$ cat src/rtl/xsim_dma_burst_adapter_if.sv
// Handshake and bus signals between the burst client, the adapter and the Xsim DMA bridge.
// The slave modport is the adapter's view. The master modport is the client/bridge view.
interface xsim_dma_burst_adapter_if #(
    parameter int LENW = 16
);
    logic            rdy_rdreq;
    logic            en_rdreq;
    logic [31:0]     rdreq_handle;
    logic [31:0]     rdreq_addr;
    logic [LENW-1:0] rdreq_len;
    logic            rdy_rd_data;
    logic            en_rd_data;
    logic [31:0]     rd_data;
    logic            rd_last;
    logic            rd_done;

    logic            rdy_wrreq;
    logic            en_wrreq;
    logic [31:0]     wrreq_handle;
    logic [31:0]     wrreq_addr;
    logic [LENW-1:0] wrreq_len;
    logic            rdy_wrdata;
    logic            en_wrdata;
    logic [31:0]     wrdata;
    logic [3:0]      wrdata_byteenable;
    logic            wr_done;

    logic            rdy_readrequest;
    logic            en_readrequest;
    logic [31:0]     readrequest_addr;
    logic [31:0]     readrequest_handle;
    logic            rdy_readresponse;
    logic            en_readresponse;
    logic [31:0]     readresponse_data;
    logic            en_write32;
    logic [31:0]     write32_addr;
    logic [31:0]     write32_handle;
    logic [31:0]     write32_data;
    logic [3:0]      write32_byteenable;

    modport slave (
        output rdy_rdreq, rdy_rd_data, rd_data, rd_last, rd_done,
        output rdy_wrreq, rdy_wrdata, wr_done,
        output en_readrequest, readrequest_addr, readrequest_handle, en_readresponse,
        output en_write32, write32_addr, write32_handle, write32_data, write32_byteenable,
        input  en_rdreq, rdreq_handle, rdreq_addr, rdreq_len, en_rd_data,
        input  en_wrreq, wrreq_handle, wrreq_addr, wrreq_len,
        input  en_wrdata, wrdata, wrdata_byteenable,
        input  rdy_readrequest, rdy_readresponse, readresponse_data
    );

    modport master (
        input  rdy_rdreq, rdy_rd_data, rd_data, rd_last, rd_done,
        input  rdy_wrreq, rdy_wrdata, wr_done,
        input  en_readrequest, readrequest_addr, readrequest_handle, en_readresponse,
        input  en_write32, write32_addr, write32_handle, write32_data, write32_byteenable,
        output en_rdreq, rdreq_handle, rdreq_addr, rdreq_len, en_rd_data,
        output en_wrreq, wrreq_handle, wrreq_addr, wrreq_len,
        output en_wrdata, wrdata, wrdata_byteenable,
        output rdy_readrequest, rdy_readresponse, readresponse_data
    );
endinterface

$ cat src/rtl/xsim_dma_burst_adapter.sv
// Splits burst read/write requests into single-word bridge transactions.
// The read engine and the write engine are independent and run concurrently.
//
// state  | meaning
// IDLE   | engine ready for a new burst request
// BUSY   | read: issuing requests / returning beats; write: accepting beats
module xsim_dma_burst_adapter #(
    parameter int LENW   = 16,
    parameter int STRIDE = 4
) (
    input logic CLK,
    input logic RST,
    xsim_dma_burst_adapter_if.slave bus
);
    localparam logic [0:0]  S_IDLE   = 1'b0;
    localparam logic [0:0]  S_BUSY   = 1'b1;
    localparam logic [31:0] STRIDE_W = 32'(STRIDE);

    logic [0:0]      rd_state;
    logic [31:0]     rd_handle;
    logic [31:0]     rd_base;
    logic [LENW-1:0] rd_len;
    logic [LENW-1:0] issue_cnt;
    logic [LENW-1:0] recv_cnt;
    logic [31:0]     rd_data_q;
    logic            rd_valid;
    logic            rd_last_q;
    logic            rd_done_q;
    logic            rd_issue;
    logic            rd_take;
    logic            rd_deq;

    // The recv_cnt guard keeps a stray response from landing after the last beat.
    assign rd_issue = !RST && (rd_state == S_BUSY) && (issue_cnt != rd_len) && bus.rdy_readrequest;
    assign rd_take  = !RST && (rd_state == S_BUSY) && (recv_cnt != rd_len) && bus.rdy_readresponse
                      && (!rd_valid || bus.en_rd_data);
    assign rd_deq   = rd_valid && bus.en_rd_data;

    assign bus.rdy_rdreq          = (rd_state == S_IDLE);
    assign bus.en_readrequest     = rd_issue;
    assign bus.readrequest_addr   = rd_base + STRIDE_W * 32'(issue_cnt);
    assign bus.readrequest_handle = rd_handle;
    assign bus.en_readresponse    = rd_take;
    assign bus.rdy_rd_data        = rd_valid;
    assign bus.rd_data            = rd_data_q;
    assign bus.rd_last            = rd_last_q;
    assign bus.rd_done            = rd_done_q;

    always_ff @(posedge CLK) begin
        if (RST) begin
            rd_state  <= S_IDLE;
            rd_handle <= '0;
            rd_base   <= '0;
            rd_len    <= '0;
            issue_cnt <= '0;
            recv_cnt  <= '0;
            rd_data_q <= '0;
            rd_valid  <= 1'b0;
            rd_last_q <= 1'b0;
            rd_done_q <= 1'b0;
        end else begin
            rd_done_q <= 1'b0;
            case (rd_state)
                S_IDLE: begin
                    if (bus.en_rdreq) begin
                        rd_handle <= bus.rdreq_handle;
                        rd_base   <= bus.rdreq_addr;
                        rd_len    <= bus.rdreq_len;
                        issue_cnt <= '0;
                        recv_cnt  <= '0;
                        if (bus.rdreq_len == '0) rd_done_q <= 1'b1;
                        else                     rd_state  <= S_BUSY;
                    end
                end
                default: begin
                    if (rd_issue) issue_cnt <= issue_cnt + LENW'(1);
                    // A take in the same cycle as a dequeue overwrites the held beat.
                    if (rd_take) begin
                        rd_data_q <= bus.readresponse_data;
                        rd_valid  <= 1'b1;
                        rd_last_q <= (recv_cnt == rd_len - LENW'(1));
                        recv_cnt  <= recv_cnt + LENW'(1);
                    end else if (rd_deq) begin
                        rd_valid  <= 1'b0;
                        rd_last_q <= 1'b0;
                    end
                    if (rd_deq && rd_last_q) begin
                        rd_state  <= S_IDLE;
                        rd_done_q <= 1'b1;
                    end
                end
            endcase
        end
    end

    logic [0:0]      wr_state;
    logic [31:0]     wr_handle;
    logic [31:0]     wr_base;
    logic [LENW-1:0] wr_len;
    logic [LENW-1:0] wr_cnt;
    logic            wr_done_q;
    logic            wr_beat;

    assign wr_beat = !RST && (wr_state == S_BUSY) && bus.en_wrdata;

    assign bus.rdy_wrreq          = (wr_state == S_IDLE);
    assign bus.rdy_wrdata         = (wr_state == S_BUSY);
    assign bus.en_write32         = wr_beat;
    assign bus.write32_addr       = wr_base + STRIDE_W * 32'(wr_cnt);
    assign bus.write32_handle     = wr_handle;
    assign bus.write32_data       = bus.wrdata;
    assign bus.write32_byteenable = bus.wrdata_byteenable;
    assign bus.wr_done            = wr_done_q;

    always_ff @(posedge CLK) begin
        if (RST) begin
            wr_state  <= S_IDLE;
            wr_handle <= '0;
            wr_base   <= '0;
            wr_len    <= '0;
            wr_cnt    <= '0;
            wr_done_q <= 1'b0;
        end else begin
            wr_done_q <= 1'b0;
            case (wr_state)
                S_IDLE: begin
                    if (bus.en_wrreq) begin
                        wr_handle <= bus.wrreq_handle;
                        wr_base   <= bus.wrreq_addr;
                        wr_len    <= bus.wrreq_len;
                        wr_cnt    <= '0;
                        if (bus.wrreq_len == '0) wr_done_q <= 1'b1;
                        else                     wr_state  <= S_BUSY;
                    end
                end
                default: begin
                    if (wr_beat) begin
                        wr_cnt <= wr_cnt + LENW'(1);
                        if (wr_cnt == wr_len - LENW'(1)) begin
                            wr_state  <= S_IDLE;
                            wr_done_q <= 1'b1;
                        end
                    end
                end
            endcase
        end
    end
endmodule

$ cat src/flat_wrapper.sv
// flat-port wrapper written by rule: the top's interface ports become plain ports
module xsim_dma_burst_adapter_flat 
#(
    parameter int LENW   = 16,
    parameter int STRIDE = 4
)
  (CLK, RST, bus_rdy_rdreq, bus_rdy_rd_data, bus_rd_data, bus_rd_last, bus_rd_done, bus_rdy_wrreq, bus_rdy_wrdata, bus_wr_done, bus_en_readrequest, bus_readrequest_addr, bus_readrequest_handle, bus_en_readresponse, bus_en_write32, bus_write32_addr, bus_write32_handle, bus_write32_data, bus_write32_byteenable, bus_en_rdreq, bus_rdreq_handle, bus_rdreq_addr, bus_rdreq_len, bus_en_rd_data, bus_en_wrreq, bus_wrreq_handle, bus_wrreq_addr, bus_wrreq_len, bus_en_wrdata, bus_wrdata, bus_wrdata_byteenable, bus_rdy_readrequest, bus_rdy_readresponse, bus_readresponse_data);
  xsim_dma_burst_adapter_if #(.LENW(LENW)) bus_i ();
  input logic CLK;
  input logic RST;
  output wire logic [$bits(bus_i.rdy_rdreq)-1:0] bus_rdy_rdreq;
  output wire logic [$bits(bus_i.rdy_rd_data)-1:0] bus_rdy_rd_data;
  output wire logic [$bits(bus_i.rd_data)-1:0] bus_rd_data;
  output wire logic [$bits(bus_i.rd_last)-1:0] bus_rd_last;
  output wire logic [$bits(bus_i.rd_done)-1:0] bus_rd_done;
  output wire logic [$bits(bus_i.rdy_wrreq)-1:0] bus_rdy_wrreq;
  output wire logic [$bits(bus_i.rdy_wrdata)-1:0] bus_rdy_wrdata;
  output wire logic [$bits(bus_i.wr_done)-1:0] bus_wr_done;
  output wire logic [$bits(bus_i.en_readrequest)-1:0] bus_en_readrequest;
  output wire logic [$bits(bus_i.readrequest_addr)-1:0] bus_readrequest_addr;
  output wire logic [$bits(bus_i.readrequest_handle)-1:0] bus_readrequest_handle;
  output wire logic [$bits(bus_i.en_readresponse)-1:0] bus_en_readresponse;
  output wire logic [$bits(bus_i.en_write32)-1:0] bus_en_write32;
  output wire logic [$bits(bus_i.write32_addr)-1:0] bus_write32_addr;
  output wire logic [$bits(bus_i.write32_handle)-1:0] bus_write32_handle;
  output wire logic [$bits(bus_i.write32_data)-1:0] bus_write32_data;
  output wire logic [$bits(bus_i.write32_byteenable)-1:0] bus_write32_byteenable;
  input wire logic [$bits(bus_i.en_rdreq)-1:0] bus_en_rdreq;
  input wire logic [$bits(bus_i.rdreq_handle)-1:0] bus_rdreq_handle;
  input wire logic [$bits(bus_i.rdreq_addr)-1:0] bus_rdreq_addr;
  input wire logic [$bits(bus_i.rdreq_len)-1:0] bus_rdreq_len;
  input wire logic [$bits(bus_i.en_rd_data)-1:0] bus_en_rd_data;
  input wire logic [$bits(bus_i.en_wrreq)-1:0] bus_en_wrreq;
  input wire logic [$bits(bus_i.wrreq_handle)-1:0] bus_wrreq_handle;
  input wire logic [$bits(bus_i.wrreq_addr)-1:0] bus_wrreq_addr;
  input wire logic [$bits(bus_i.wrreq_len)-1:0] bus_wrreq_len;
  input wire logic [$bits(bus_i.en_wrdata)-1:0] bus_en_wrdata;
  input wire logic [$bits(bus_i.wrdata)-1:0] bus_wrdata;
  input wire logic [$bits(bus_i.wrdata_byteenable)-1:0] bus_wrdata_byteenable;
  input wire logic [$bits(bus_i.rdy_readrequest)-1:0] bus_rdy_readrequest;
  input wire logic [$bits(bus_i.rdy_readresponse)-1:0] bus_rdy_readresponse;
  input wire logic [$bits(bus_i.readresponse_data)-1:0] bus_readresponse_data;
  assign bus_rdy_rdreq = bus_i.rdy_rdreq;
  assign bus_rdy_rd_data = bus_i.rdy_rd_data;
  assign bus_rd_data = bus_i.rd_data;
  assign bus_rd_last = bus_i.rd_last;
  assign bus_rd_done = bus_i.rd_done;
  assign bus_rdy_wrreq = bus_i.rdy_wrreq;
  assign bus_rdy_wrdata = bus_i.rdy_wrdata;
  assign bus_wr_done = bus_i.wr_done;
  assign bus_en_readrequest = bus_i.en_readrequest;
  assign bus_readrequest_addr = bus_i.readrequest_addr;
  assign bus_readrequest_handle = bus_i.readrequest_handle;
  assign bus_en_readresponse = bus_i.en_readresponse;
  assign bus_en_write32 = bus_i.en_write32;
  assign bus_write32_addr = bus_i.write32_addr;
  assign bus_write32_handle = bus_i.write32_handle;
  assign bus_write32_data = bus_i.write32_data;
  assign bus_write32_byteenable = bus_i.write32_byteenable;
  assign bus_i.en_rdreq = bus_en_rdreq;
  assign bus_i.rdreq_handle = bus_rdreq_handle;
  assign bus_i.rdreq_addr = bus_rdreq_addr;
  assign bus_i.rdreq_len = bus_rdreq_len;
  assign bus_i.en_rd_data = bus_en_rd_data;
  assign bus_i.en_wrreq = bus_en_wrreq;
  assign bus_i.wrreq_handle = bus_wrreq_handle;
  assign bus_i.wrreq_addr = bus_wrreq_addr;
  assign bus_i.wrreq_len = bus_wrreq_len;
  assign bus_i.en_wrdata = bus_en_wrdata;
  assign bus_i.wrdata = bus_wrdata;
  assign bus_i.wrdata_byteenable = bus_wrdata_byteenable;
  assign bus_i.rdy_readrequest = bus_rdy_readrequest;
  assign bus_i.rdy_readresponse = bus_rdy_readresponse;
  assign bus_i.readresponse_data = bus_readresponse_data;
  xsim_dma_burst_adapter #(.LENW(LENW), .STRIDE(STRIDE)) u_core (.CLK(CLK), .RST(RST), .bus(bus_i));
endmodule
$ cat config.mk
export PLATFORM = sky130hd
export DESIGN_NAME = xsim_dma_burst_adapter_flat
export DESIGN_NICKNAME = d
export VERILOG_FILES = /design/src/rtl/xsim_dma_burst_adapter_if.sv /design/src/rtl/xsim_dma_burst_adapter.sv /design/src/flat_wrapper.sv
export SDC_FILE = /design/constraint.sdc
export NUM_CORES = 1
export LEC_CHECK = 0
export BUFFER_PORTS_ARGS = -buffer_cell sky130_fd_sc_hd__buf_2
export CAP_MARGIN = 15
export CORE_MARGIN = 5
export CORE_UTILIZATION = 42
export DETAILED_ROUTE_END_ITERATION = 8
export PLACE_DENSITY_LB_ADDON = 0.15
export SYNTH_ARGS = -nofsm -noshare
export SYNTH_HDL_FRONTEND = slang
export SYNTH_SLANG_ARGS = --single-unit
export TNS_END_PERCENT = 50
$ cat constraint.sdc
create_clock -name CLK -period 2.6 [get_ports CLK]
set_input_delay 0.13 -clock CLK [delete_from_list [all_inputs] [get_ports CLK]]
set_output_delay 0.13 -clock CLK [all_outputs]
set_load 0.05 [all_outputs]
-- Yosys cells after proc, flatten, opt, wreduce, memory -nomap -nowiden
Index checks and enable logic that the tools add are counted.
- memory bits (writable): 0
- memories kept: 0
- ROM bits: 0
- bits in latches: 0
- input bits: 236
- flip-flop bits (word level): 246
- output and inout port bits: 206
- bitwise gates (word level): 2
- equal/unequal tests: 7
- order comparisons: 0
- shift operators: 0
- add/sub/neg operators: 7
- reduce and logical (&&, ||, !) cells: 25
- multiply operators: 0
- divide/modulo/power cells: 0
- muxes and demuxes: 29
- operator list (cell ; count):
    $mux 16 ; 8
    $add 32x18->32 ; 2
    $add 16x1->16 const B ; 3
    $eq 16x16->1 ; 2
    $logic_not 16->1 ; 2
    $ne 16x16->1 ; 2
    $sub 16x1->16 const B ; 2
    $mux 1 ; 21
    $reduce_and 2->1 ; 7
    $logic_and 1x1->1 ; 10
    $ne 2x2->1 const B ; 3
    $reduce_bool 2->1 ; 3
    $logic_not 1->1 ; 2
    $not 1->1 ; 2
    $logic_or 1x1->1 ; 1

-- Logic depth before layout (Yosys ltp)
- word-level depth: 7
- mapped depth: 10

-- Least setup slack after synthesis
Ideal clock, no wire load.
- path kind: flip-flop to output port
- start: register u_core.issue_cnt[0]
- end: output port bus_readrequest_addr[30]
- path buffers: 0
- stages on the path, launching flop included: 11
- data required time: 2470 ps
- data arrival time: 3070 ps
- slack: -600 ps
- cell sequence: dfxtp_1 -> ha_1 -> inv_1 -> fa_1 -> nor2b_1 -> o211ai_1 -> a21boi_0 -> o311ai_0 -> a31oi_1 -> nand3_1 -> xnor2_1
- longest elaborated chain between the ends: 1
- RTL lines (what ; line ; text):
    start, declared ; xsim_dma_burst_adapter.sv:23 ; logic [LENW-1:0] issue_cnt;
    start signal, assigned ; xsim_dma_burst_adapter.sv:76 ; if (rd_issue) issue_cnt <= issue_cnt + LENW'(1);
    $add 32x18->32 ; xsim_dma_burst_adapter.sv:41 ; assign bus.readrequest_addr = rd_base + STRIDE_W * 32'(issue_cnt);
    end, declared ; flat_wrapper.sv:20 ; output wire logic [$bits(bus_i.readrequest_addr)-1:0] bus_readrequest_addr;
No other way between the ends.

-- Worst setup path after layout
- start: register u_core.wr_base[2]
- end: output port bus_write32_addr[20]
- longest elaborated chain between the ends: 1
- RTL lines (what ; line ; text):
    start, declared ; xsim_dma_burst_adapter.sv:98 ; logic [31:0] wr_base;
    start signal, assigned ; xsim_dma_burst_adapter.sv:129 ; wr_base <= bus.wrreq_addr;
    $add 32x18->32 ; xsim_dma_burst_adapter.sv:109 ; assign bus.write32_addr = wr_base + STRIDE_W * 32'(wr_cnt);
    end, declared ; flat_wrapper.sv:24 ; output wire logic [$bits(bus_i.write32_addr)-1:0] bus_write32_addr;
No other way between the ends.

==> flow_metrics.tcl <==
set metrics [dict create \
    grt_usage_pct 24.4 \
    cts_tree "done" \
    synth-edff-count 0 \
    switchingPower_w 0.00308 \
    p_total_w 0.0101 \
    min_path_type "in -> reg" \
    num_vias 13490 \
    hp-start "bus_en_wrdata" \
    place_area_um2 15200 \
    fmax_mhz 329 \
    cts_buffers 28 \
    p_int_w 0.00704 \
    fin_hold_ws_ns 0.0380 \
    ant_nets 0 \
    final_common_cell "nand2_1" \
    drive_gt1_share_pct 29.0 \
    syn_inst 1611 \
    fin_crit_ns 3.04 \
    diodes 0 \
    drtIter0Drc 565 \
    crit_path_max_fanout 3 \
    die_area_um2 33600 \
    clock-sinks 246 \
    status "complete, but fails checks" \
    grt_pass1_wl_um 68600 \
    layout_setup_ws_ns -0.439 \
    path_class "reg -> out" \
    overflow 0 \
    syn_to_final_growth_pct 52.7 \
    layout_common_cells "nand2_1, buf_2, dlygate4sd3_1, dfxtp_1, a21oi_1" \
    drv_cap 0 \
    p_leak_nw 8.56 \
    p_comb_share_pct 21.4 \
    grt_pass1_vias 13611 \
    ys_async_sr_fraction_pct 0 \
    clock_skew_ns 0.0163 \
    avgSynthCellArea_um2 7.82 \
    required_ns 2.47 \
    tightest_slew_ns 0.774 \
    drv_slew 0 \
    irDropWorstVdd_mv 0.445 \
    rrSetupSlack_ns 0 \
    routed_wl_um 44100 \
    vias_per_cell 5.14 \
    synth_area_leaders "dfxtp_1, nand2_1, a21oi_1" \
    final-setup-viol-count 43 \
    clockRootBuffer "clkbuf_16" \
    wl_per_cell_um 16.8 \
    synth_nets 1886 \
    fillCellCount 2510 \
    r2r_cells 10 \
    core_um2 29600 \
    synth_seq_cells 246 \
    drcViolationCount 0 \
    synth.cell_area_um2 12600 \
    htreeDepth 1 \
    tns_ns -10.46 \
    cp.arrival_ns 2.91 \
    clk_latency_ns 0.54 \
    end_kind "primary output" \
    synthDistinctLibCells 66 \
    hold_depth 3 \
    hpwl_um 30300 \
    final_nets 2485 \
    die_y_um 183 \
    ys_seq_area_share_pct 39.1 \
    rsz0062_at_grt "true" \
    io_buffers 369 \
    p_seq_share_pct 40.5 \
    power_switching_share_pct 30.4 \
    r2r-end "u_core.bus.rd_data[23]" \
    start_kind "flip-flop" \
    place.gp.congestion 0.913 \
    drt-pass1-iter-count 5 \
    violations "setup timing" \
    pin_count 442 \
    synth_top_area_share_pct 39.1 \
    yosys.area.top_type "dfxtp_1" \
    hold_end "u_core.wr_cnt[0]" \
    clk_path_buf_depth 3 \
    hold_violations 0 \
    start_util_pct 42.5 \
    period_share_pct 117 \
    clk_pin_slew_worst_paths_ns 0.06 \
    fin_area_um2 19200 \
    relSlewSlack_pct 48.4 \
    grt_antenna_before_repair 0 \
    grt_max_degree 70 \
    power_density_nw_per_um2 526 \
    r2r-start "u_core.rd_len[8]" \
    die-width_um 183 \
    yosys_warnings 0 \
    power_frac_clock_pct 38.1 \
    rows 63 \
    ys.flop_type "dfxtp_1" \
]
## critical path: stages (launching register included)
cell and delay (ns):
dfxtp_2 0.33, ha_4 0.16, inv_2 0.05, fa_2 0.20, nor2b_2 0.05, o31a_1 0.32, o2111ai_4 0.26, nand2_2 0.12
a311oi_2 0.30, nor2_1 0.11, xor2_1 0.22, buf_4 0.23
## state kept, by name, summed over array words and instances, names as in the netlist
register,flops
u_core.bus.rd_data,32
u_core.bus.readrequest_handle,32
u_core.bus.write32_handle,32
u_core.rd_base,32
u_core.wr_base,32
u_core.issue_cnt,16
u_core.rd_len,16
u_core.recv_cnt,16
u_core.wr_cnt,16
u_core.wr_len,16
u_core.bus.rd_done,1
u_core.bus.rd_last,1
u_core.bus.rdy_rd_data,1
u_core.bus.rdy_wrdata,1
u_core.bus.wr_done,1
u_core.rd_state,1
## timing repair
item	CTS	global route
endpoints found under the setup margin	49	81
gates resized for setup	136	74
hold endpoints to repair	196	0
setup buffers	3	7
hold buffers	225	0
pin swaps	38	45
## final cells by class
| type | count | area, µm² | share of cell area (%) |
|---|---|---|---|
| clock buffers | 39 | 793 | 4.12 |
| clock inverters | 13 | 108 | 0.559 |
| inverters | 31 | 119 | 0.618 |
| multi-input cells | 1210 | 7680 | 39.9 |
| flip-flops and latches | 246 | 4960 | 25.8 |
| well taps | 390 | 488 | 2.54 |
| repair buffers | 693 | 5100 | 26.5 |
## how the worst max path moves through the flow
stage	slack, ns	cells past startpoint	from	end
final	-0.44	11	u_core.wr_base[2]	bus_write32_addr[20]
after floorplan	-0.21	10	u_core.wr_cnt[0]	bus_write32_addr[18]
after CTS	-0.43	12	u_core.issue_cnt[0]	bus_readrequest_addr[20]
after global placement	-0.15	11	u_core.rd_base[2]	bus_readrequest_addr[30]
after detailed placement	-0.22	11	u_core.rd_base[2]	bus_readrequest_addr[30]
after global routing	-0.54	11	u_core.wr_base[2]	bus_write32_addr[28]
## per-stage QoR
step           setup slack, ns  util [%]  std cells
4_1_cts                 -0.433      63.7       2616
5_1_grt                 -0.538      64.9       2622
3_5_place_dp            -0.223      51.3       2336
2_1_floorplan           -0.213         -       1611
6_report                -0.439      64.9       2622
3_3_place_gp            -0.153      51.3       2336
## cells by family (layout without fill, tap and decap cells)
family | count (synthesis) | after routing | share of synthesized area (%)
buffers and inverters | 155 | 776 | 6.06
AOI/OAI and AO/OA | 315 | 315 | 14.1
xor gates and xnor gates | 138 | 138 | 9.59
DFF | 246 | 246 | 39.1
adders and majority gates | 39 | 39 | 3.99
and+or+nand+nor | 677 | 677 | 23.9
muxes | 41 | 41 | 3.27
## Yosys cell counts, types with 27 or more instances
library cell	instances
xnor2_1	74
buf_4	40
mux2i_1	40
nand2_1	369
inv_1	30
xor2_1	64
dfxtp_1	246
o21ai_0	32
ha_1	37
a21oi_1	210
nor2_1	123
clkbuf_1	71
nand3_1	27
## metal layers
| metal | vias to the layer above | wire, µm | global-route usage (%) |
|---|---|---|---|
| met1 | 6288 | 17700 | 29.0 |
| met2 | 445 | 22200 | 43.8 |
| li1 | 6618 | - | - |
| met5 | - | 0 | 0 |
| met4 | 0 | 1840 | 10.2 |
| met3 | 139 | 2380 | 3.67 |
## power groups by stage
stage | clock network [W] | logic (W) | registers [W]
after global routing | 0.00413 | 0.00232 | 0.00412
after detailed placement | 0 | 0.00181 | 0.00417
final | 0.00385 | 0.00217 | 0.00410
after CTS | 0.00395 | 0.00213 | 0.00409
after global placement | 0 | 0.00179 | 0.00416
after floorplan | 0 | 0.00113 | 0.00441
Note: power is estimated with default switching activity, not from simulation.
